==> config.mk <==
export PLATFORM = sky130hd
export DESIGN_NAME = gpr_multiport
export DESIGN_NICKNAME = d
export VERILOG_FILES = /design/src/rtl/gpr_pkg.sv /design/src/rtl/gpr_bank.sv /design/src/rtl/gpr_multiport.sv
export SDC_FILE = /design/constraint.sdc
export NUM_CORES = 1
export LEC_CHECK = 0
export CORE_MARGIN = 8
export CORE_UTILIZATION = 30
export DETAILED_ROUTE_END_ITERATION = 12
export SLEW_MARGIN = 20
export SYNTH_ARGS = -nofsm -noshare
export SYNTH_HDL_FRONTEND = slang
export SYNTH_HIERARCHICAL = 1
export SYNTH_SLANG_ARGS = --single-unit
export TNS_END_PERCENT = 30
==> constraint.sdc <==
create_clock -name clk -period 3.6 [get_ports clk]
set_clock_uncertainty 0.05 [all_clocks]
set_input_delay 0.54 -clock clk [delete_from_list [all_inputs] [get_ports clk]]
set_output_delay 0.54 -clock clk [all_outputs]
set_load 0.01 [all_outputs]
==> src/rtl/gpr_pkg.sv <==
`default_nettype none
// ============================================================================
//  Module      : gpr_pkg
//  Description : Shared constants and types for the multi-port general-purpose
//                register file: default data width, write-source select codes
//                and the INIT/RUN state encoding.
//  Revision    : 1.0 - initial release
// ============================================================================
package gpr_pkg;

    localparam int unsigned GPR_XLEN = 32;

    // Write-data source select
    localparam logic GPR_SRC_ALU = 1'b0;
    localparam logic GPR_SRC_CSR = 1'b1;

    // Register-file controller states
    typedef enum logic [0:0] {
        ST_INIT = 1'b0,
        ST_RUN  = 1'b1
    } gpr_state_e;

endpackage : gpr_pkg
`default_nettype wire

==> src/rtl/gpr_bank.sv <==
`default_nettype none
// ============================================================================
//  Module      : gpr_bank
//  Description : NREG x XLEN register storage, one synchronous write port and
//                one asynchronous read port. One instance backs each read port
//                of the register file; all instances share the write port.
//  Ports       : clk - clock
//                we  - write enable, wa - write address, wd - write data
//                ra  - read address, rd - read data (combinational)
//  Revision    : 1.0 - initial release
// ============================================================================
module gpr_bank
    import gpr_pkg::*;
#(
    parameter int XLEN = GPR_XLEN,
    parameter int NREG = 32,
    parameter int AW   = 5
) (
    input  logic            clk,
    input  logic            we,
    input  logic [AW-1:0]   wa,
    input  logic [XLEN-1:0] wd,
    input  logic [AW-1:0]   ra,
    output logic [XLEN-1:0] rd
);

    // Contents are not reset; the controller sweeps zeros in after reset.
    logic [XLEN-1:0] r_mem [NREG];

    always_ff @(posedge clk) begin
        if (we) begin
            r_mem[wa] <= wd;
        end
    end

    assign rd = r_mem[ra];

endmodule : gpr_bank
`default_nettype wire

==> src/rtl/gpr_multiport.sv <==
`default_nettype none
// ============================================================================
//  Module      : gpr_multiport
//  Description : Parametrised general-purpose register file with NRD read
//                ports and one write port (ALU/MEM or CSR data). Each read
//                port owns a replicated bank. Writes pass through a one-entry
//                commit buffer with read forwarding. After reset a sweep
//                zeroes every entry; gpr_ready rises when it completes.
//  Ports       : clk, rst          - clock, synchronous active-high reset
//                gpr_we, gpr_src   - write enable, data select (0 ALU, 1 CSR)
//                gpr_rd            - write address
//                gpr_di, csr_rdata - write data candidates
//                gpr_ra            - packed read addresses, port k [k*AW +: AW]
//                gpr_q             - packed read data, port k [k*XLEN +: XLEN]
//                gpr_ready         - sweep complete, reads valid
//  Revision    : 1.0 - initial release
// ============================================================================
module gpr_multiport
    import gpr_pkg::*;
#(
    parameter int XLEN    = GPR_XLEN,
    parameter int NREG    = 32,
    parameter int AW      = 5,
    parameter int NRD     = 2,
    parameter int ZERO_R0 = 1,
    parameter int BYPASS  = 1
) (
    input  logic                clk,
    input  logic                rst,
    input  logic                gpr_we,
    input  logic                gpr_src,
    input  logic [AW-1:0]       gpr_rd,
    input  logic [XLEN-1:0]     gpr_di,
    input  logic [XLEN-1:0]     csr_rdata,
    input  logic [NRD*AW-1:0]   gpr_ra,
    output logic [NRD*XLEN-1:0] gpr_q,
    output logic                gpr_ready
);

    localparam logic [AW-1:0] c_last_idx = AW'(NREG - 1);

    gpr_state_e      r_state;
    gpr_state_e      w_state_nxt;
    logic [AW-1:0]   r_idx;

    logic            r_buf_valid;
    logic [AW-1:0]   r_buf_addr;
    logic [XLEN-1:0] r_buf_data;

    logic            w_run;
    logic [XLEN-1:0] w_wdata;
    logic            w_rd_zero;
    logic            w_cap;

    logic            w_bank_we;
    logic [AW-1:0]   w_bank_wa;
    logic [XLEN-1:0] w_bank_wd;

    assign w_run     = (r_state == ST_RUN);
    assign w_wdata   = (gpr_src == GPR_SRC_CSR) ? csr_rdata : gpr_di;
    assign w_rd_zero = (ZERO_R0 != 0) && (gpr_rd == '0);
    // A write is accepted only in RUN and only if it is not aimed at a hardwired x0.
    assign w_cap     = w_run && gpr_we && !w_rd_zero;

    // ---------------------------------------------------------------- FSM
    always_comb begin
        w_state_nxt = r_state;
        case (r_state)
            ST_INIT: if (r_idx == c_last_idx) w_state_nxt = ST_RUN;
            ST_RUN:  w_state_nxt = ST_RUN;
            default: w_state_nxt = ST_INIT;
        endcase
    end

    always_ff @(posedge clk) begin
        if (rst) begin
            r_state     <= ST_INIT;
            r_idx       <= '0;
            r_buf_valid <= 1'b0;
            r_buf_addr  <= '0;
            r_buf_data  <= '0;
        end else begin
            r_state <= w_state_nxt;
            if (!w_run) begin
                r_idx <= r_idx + AW'(1);
            end
            // Buffer always reflects the most recent accepted write, so a
            // committing older value can never hide a newer one.
            r_buf_valid <= w_cap;
            if (w_cap) begin
                r_buf_addr <= gpr_rd;
                r_buf_data <= w_wdata;
            end
        end
    end

    assign gpr_ready = w_run;

    // Shared bank write port: zero sweep in INIT, buffer commit in RUN.
    // Blocked while rst is high so a pending commit is discarded.
    assign w_bank_we = !rst && (!w_run || r_buf_valid);
    assign w_bank_wa = w_run ? r_buf_addr : r_idx;
    assign w_bank_wd = w_run ? r_buf_data : '0;

    // ------------------------------------------------ per-port bank + mux
    for (genvar k = 0; k < NRD; k++) begin : g_port
        logic [AW-1:0]   w_ra;
        logic [XLEN-1:0] w_bank_q;

        assign w_ra = gpr_ra[k*AW +: AW];

        gpr_bank #(
            .XLEN (XLEN),
            .NREG (NREG),
            .AW   (AW)
        ) u_bank (
            .clk (clk),
            .we  (w_bank_we),
            .wa  (w_bank_wa),
            .wd  (w_bank_wd),
            .ra  (w_ra),
            .rd  (w_bank_q)
        );

        assign gpr_q[k*XLEN +: XLEN] =
            !w_run                                  ? '0         :
            ((ZERO_R0 != 0) && (w_ra == '0))        ? '0         :
            ((BYPASS != 0) && w_cap && (gpr_rd == w_ra)) ? w_wdata :
            (r_buf_valid && (r_buf_addr == w_ra))   ? r_buf_data :
                                                      w_bank_q;
    end : g_port

endmodule : gpr_multiport
`default_nettype wire

Word level (Yosys, flattened, before mapping)
Memories as Yosys holds them, arrays and structs flattened.
Index checks and enable logic that the tools add are counted.
{"block": "word_totals", "out_inout_bits": 65, "n_memories": 2, "input_bits": 83, "word_cells": 43, "mem_bits_rw": 2048, "reg_bits": 44}
{"name": "g_port[0].u_bank.r_mem", "words": 32, "word_bits": 32, "rd": 1, "rd_ports_with_merged_regs": 0, "wr": 1, "line": "gpr_bank.sv:28", "text": "logic [XLEN-1:0] r_mem [NREG];"}
{"name": "g_port[1].u_bank.r_mem", "words": 32, "word_bits": 32, "rd": 1, "rd_ports_with_merged_regs": 0, "wr": 1, "line": "gpr_bank.sv:28"}
{"block": "classes", "add_sub_neg": 1, "n_eq_ne": 5, "n_bitwise": 1, "mux": 15, "reduce_logical": 14}
{"op": "$mux 32", "count": 10}
{"op": "$eq 5x5->1", "count": 4}
{"op": "$logic_not 5->1", "count": 3}
{"op": "$logic_and 1x1->1", "count": 7}
{"op": "$add 5x1->5 const B", "count": 1}
{"op": "$eq 5x5->1 const B", "count": 1}
{"op": "$mux 5", "count": 1}
{"op": "$logic_not 1->1", "count": 3}
{"op": "$mux 1", "count": 3}
{"op": "$pmux 1 s2", "count": 1}
{"op": "$logic_or 1x1->1", "count": 1}
{"op": "$not 1->1", "count": 1}

Depth between registers and ports, before layout
{"block": "depth", "depth_word": 7, "mapped_depth": 10, "depth_no_buf": 7}

Cells and area by module
The synthesis kept the hierarchy.
{"mod": "gpr_bank", "instances": 2, "area_each_um2": 39844.5, "seq_area_each_um2": 30749.5, "cells_each": 2228}
{"mod": "gpr_multiport", "instances": 1, "area_each_um2": 4355.4, "seq_area_each_um2": 880.8, "cells_each": 624}

Worst setup path after synthesis
Ideal clock, no wire load.
{"block": "synth_timing", "path_type": "register -> register", "start": "register r_state (netlist: gpr_ready)", "end": "memory g_port[0].u_bank/r_mem[18][0] (netlist name), enable pin", "n_path_buf": 2, "setup_ns": 0.421, "path_stages_with_launch": 6, "period_less_slack_ns": 3.876, "required_ns": 3.129, "setup_slack_ns": -0.276, "arrival_ns": 3.404, "path_cell_list": "dfxtp_1 buf_1 buf_1 mux2_2 or3b_2 nor2_1"}
{"block": "synth_via", "elab_cells_between_ends": 6, "cone_classes": "3 x mux; 3 x reduce/logical"}
{"element": "start, declared", "line": "gpr_multiport.sv:42", "text": "gpr_state_e r_state;"}
{"element": "start signal, assigned", "line": "gpr_multiport.sv:83", "text": "r_state <= w_state_nxt;"}
{"element": "$mux 5", "line": "gpr_multiport.sv:102", "text": "assign w_bank_wa = w_run ? r_buf_addr : r_idx;"}
{"element": "net w_bank_wa[3]", "line": "gpr_multiport.sv:56", "text": "logic [AW-1:0] w_bank_wa;"}
{"element": "end, declared", "line": "gpr_bank.sv:28"}
The timed path passes the listed nets, and every way through them passes these cells.

Final worst setup path
{"block": "layout_timing", "start": "input port gpr_ra[6]", "end": "output port gpr_q[49]"}
{"block": "layout_via", "elab_cells_between_ends": 10, "cone_classes": "2 x eq/ne; 4 x mux; 3 x reduce/logical; 1 x memory"}
{"element": "start, declared", "line": "gpr_multiport.sv:35", "text": "input logic [NRD*AW-1:0] gpr_ra,"}
{"element": "$mem_v2 32x32"}
{"element": "net g_port[1].w_bank_q[17]", "line": "gpr_multiport.sv:108", "text": "logic [XLEN-1:0] w_bank_q;"}
{"element": "$mux 32", "line": "gpr_multiport.sv:129", "text": "(r_buf_valid && (r_buf_addr == w_ra)) ? r_buf_data :"}
{"element": "$mux 32", "line": "gpr_multiport.sv:128", "text": "((BYPASS != 0) && w_cap && (gpr_rd == w_ra)) ? w_wdata :"}
{"element": "$mux 32", "line": "gpr_multiport.sv:127", "text": "((ZERO_R0 != 0) && (w_ra == '0)) ? '0 :"}
{"element": "$mux 32", "line": "gpr_multiport.sv:126", "text": "!w_run ? '0 :"}
{"element": "end, declared", "line": "gpr_multiport.sv:36", "text": "output logic [NRD*XLEN-1:0] gpr_q,"}
The timed path passes the listed nets, and every way through them passes these cells.

==> impl_metrics.py <==
metrics = {
    "run_status": {
        "status": "finished, final reports clean",
    },
    "clocking": {
        "cts_buffers": 194,
        "cts_hold_buf": 0,
        "cts.sink_count": 2092,
        "clockBufferDepth": 3,
        "worstSkewPairLatency_ns": 0.83,
        "cts_tree": "yes",
        "clk_pin_slew_worst_paths_ns": 0.07,
        "root_buffer": "clkbuf_16",
        "ctsHtreeMaxLevel": 4,
    },
    "route": {
        "drc": 0,
        "wl_per_cell_um": 25.5,
        "drt.antenna.violating_nets": 0,
        "drt_first_iter_violations": 5173,
        "routed_wl_um": 245000,
        "drt-pass1-iter-count": 6,
        "vias_per_cell": 5.12,
        "vias": 49061,
    },
    "hold_path": {
        "worstHoldEndpoint": "r_idx[4]",
        "hold_start": "rst",
        "hold_depth": 3,
        "hold_class": "primary input to flip-flop",
    },
    "synthesis": {
        "synth_top_area_frac": 0.732,
        "netlist_instances": 5080,
        "synth_most_common_cell": "edfxtp_1",
        "synth-async-reset-ratio": 0,
        "synth-seq-cells": 2092,
        "synth_warnings": 6,
        "synth_cell_types": 44,
        "yosys-top-cells-count": "edfxtp_1, mux2i_1, nand3_1",
        "yosysTopAreaCell": "edfxtp_1",
        "netlist_area_sq_um": 84000,
        "yosys-top-cells-area": "edfxtp_1, mux2i_1, a22oi_1",
        "postSynthAreaPerCell_sq_um": 16.5,
        "syn_nets": 5165,
        "yosysSeqAreaShare": 0.742,
        "ys.flop_type": "edfxtp_1",
        "synth-edff-count": 2048,
    },
    "place": {
        "globalplace.congestion": 0.879,
        "placed_area_sq_um": 95500,
        "place_hpwl_um": 148000,
        "dp.cells": 9183,
        "io_buffers": 147,
    },
    "floorplan": {
        "ios": 148,
        "die_y_um": 545,
        "die_w_um": 545,
        "row_count": 194,
        "start_util": 0.301,
        "die_area_sq_um": 297000,
        "core_area_sq_um": 279000,
    },
    "timing": {
        "worst_slew_pin_slew_ns": 1.15,
        "setup_viol": 0,
        "finalCritPeriodShare": 0.990,
        "tns_ns": 0,
        "whs_ns": 0.302,
        "fin_crit_ns": 3.56,
        "drv_slew": 0,
        "rsz0062_at_grt": "true",
        "slew_headroom": 0.236,
        "fmax_mhz": 281,
        "final_hold_viol_count": 0,
    },
    "worst_setup_path": {
        "cp.arrival_ns": 2.97,
        "crit_chain": "dlygate4sd2_1 > buf_12 > nor2_4 > buf_12 > buf_16 > buf_16 > nand2_1 > a31oi_4 > nand3_2 > o21ai_1 > a311oi_2 > buf_4 > clkdlybuf4s15_1",
        "worstReg2RegEnd": "g_port[1].u_bank/r_mem[6][4]",
        "critPathBufInv": 7,
        "path_class": "primary input to output pin",
        "crit_required_ns": 3.01,
        "crit_fanout": 11,
        "reg2reg_slack_ns": 0.76,
        "start_kind": "primary input",
        "path_depth": 13,
        "crit_family": "buffers and inverters",
        "timing.rr.start": "gpr_ready",
        "end_kind": "output pin",
        "worst_path_max_delay_cell": "nor2_4",
        "slowest_delay_ns": 0.29,
        "rr_worst_depth": 6,
    },
    "layout": {
        "seq_area_sq_um": 62400,
        "fin_cells": 9588,
        "drive_gt1_frac": 0.225,
        "final_cell_area_sq_um": 104000,
        "area_delta_synth_final_pct": 24.2,
        "multiInputGateArea_sq_um": 22100,
        "final_nets": 5795,
        "fill_cells": 25720,
    },
    "grt": {
        "gr-total-overflow": 0,
        "grt_antenna_before_repair": 13,
        "grt_use_total": 0.157,
        "grt_pass1_vias": 48457,
        "grt_first_pass_wirelength_um": 348000,
        "grt_max_degree": 65,
    },
    "pwr": {
        "ir_drop_mv": 0.505,
        "p_per_area_nw_per_um2": 483,
        "p_leak_nw": 39.2,
    },
    "job": {
        "max-cap-violations": 0,
    },
}
[how the worst max path moves through the flow]
stage	startpoint	to	slack, ns
after global placement	gpr_ra[6]	gpr_q[46]	-0.99
after floorplan	gpr_ready	g_port[0].u_bank/r_mem[18][0]	-0.28
after CTS	gpr_ra[4]	gpr_q[2]	-0.01
after detailed placement	gpr_ra[6]	gpr_q[46]	-0.98
final	gpr_ra[6]	gpr_q[49]	0.04
after global routing	r_buf_addr[1]	gpr_q[35]	-0.05
[per-layer routing]
metal	GRT usage	up-vias	share of wire	wire, um
li1	-	21462	-	-
met4	0.0536	0	0.033	8090
met3	0.0200	378	0.064	15700
met2	0.268	1863	0.49	121000
met5	0	-	0	0
met1	0.206	25358	0.41	99900
[cells in the final DEF, fill, tap and decap left out, drive strengths merged, types with 4 or more instances in the layout]
cell type and n:
mux2i 1026, buf 647, clkdlybuf4s15 24, xnor2 16, a31oi 96, inv 10
dlygate4sd2 6, mux2 37, diode 4, clkinv 76, or3 5, nand2b 6
a22o 128, nand2 206, clkdlybuf4s50 73, xor2 7, clkinvlp 4, and2 35
o41ai 32, nor4 34, a21oi 197, o21ai 65, a311oi 32, nand3 261
nor2 144, nor3 96, bufinv 22, edfxtp 2048, clkbuf 241, bufbuf 11
nand3b 10, a22oi 192, or3b 6, dfxtp 44
[repair_timing]
action	in CTS	in global routing
setup endpoints to repair	64	38
setup buffers	35	2
gates resized for setup	582	55
pin swaps	112	33
gates cloned	17	2
endpoints found under the hold margin	0	0
[worst min-delay path: cells and delay by family]
kind / cells / cell delay [ns]
AND/OR/NAND/NOR: 1 / 0.14
buffers and inverters: 2 / 0.45
[state kept, by name, summed over array words and instances (netlist names)]
signal               flops
g_port.u_bank/r_mem   2048
gpr_ready                1
r_buf_addr               5
r_buf_data              32
r_idx                    5
r_buf_valid              1
[power breakdown]
part	switching, mW	leakage [nW]	total, mW	internal, mW
clock network	8.90	3.05	20.4	11.6
registers	0.0311	22.3	26.5	26.5
logic	1.95	13.8	3.44	1.49
[per-stage QoR]
| step | power [mW] | util | setup WS (ns) |
|---|---|---|---|
| 6_report | 50.4 | 0.374 | 0.0376 |
| 5_1_grt | 51.7 | 0.374 | -0.0476 |
| 4_1_cts | 50.6 | 0.373 | -0.00997 |
| 3_5_place_dp | 30.0 | 0.342 | -0.981 |
| 3_3_place_gp | 30.0 | 0.342 | -0.992 |
| 2_1_floorplan | 28.5 | - | -0.276 |
[layout make-up]
| class | instances | area share |
|---|---|---|
| Antenna cell | 4 | 0.0000959 |
| Sequential cell | 2092 | 0.597 |
| Multi-Input combinational cell | 2654 | 0.212 |
| Inverter | 2 | 0.0000719 |
| Clock inverter | 110 | 0.0111 |
| Clock buffer | 236 | 0.0484 |
| Tap cell | 3724 | 0.0446 |
| Timing Repair Buffer | 766 | 0.0867 |
[kinds of logic after synthesis]
family	count (synthesis)	synth area share
flops	2092	0.742
mux	1063	0.127
simple gates	818	0.0457
compound gates	746	0.0603
buf+inv	336	0.0219
xor+xnor	23	0.00240
fa+ha+maj	2	0.000298
Note: power is estimated with default switching activity, not from simulation.
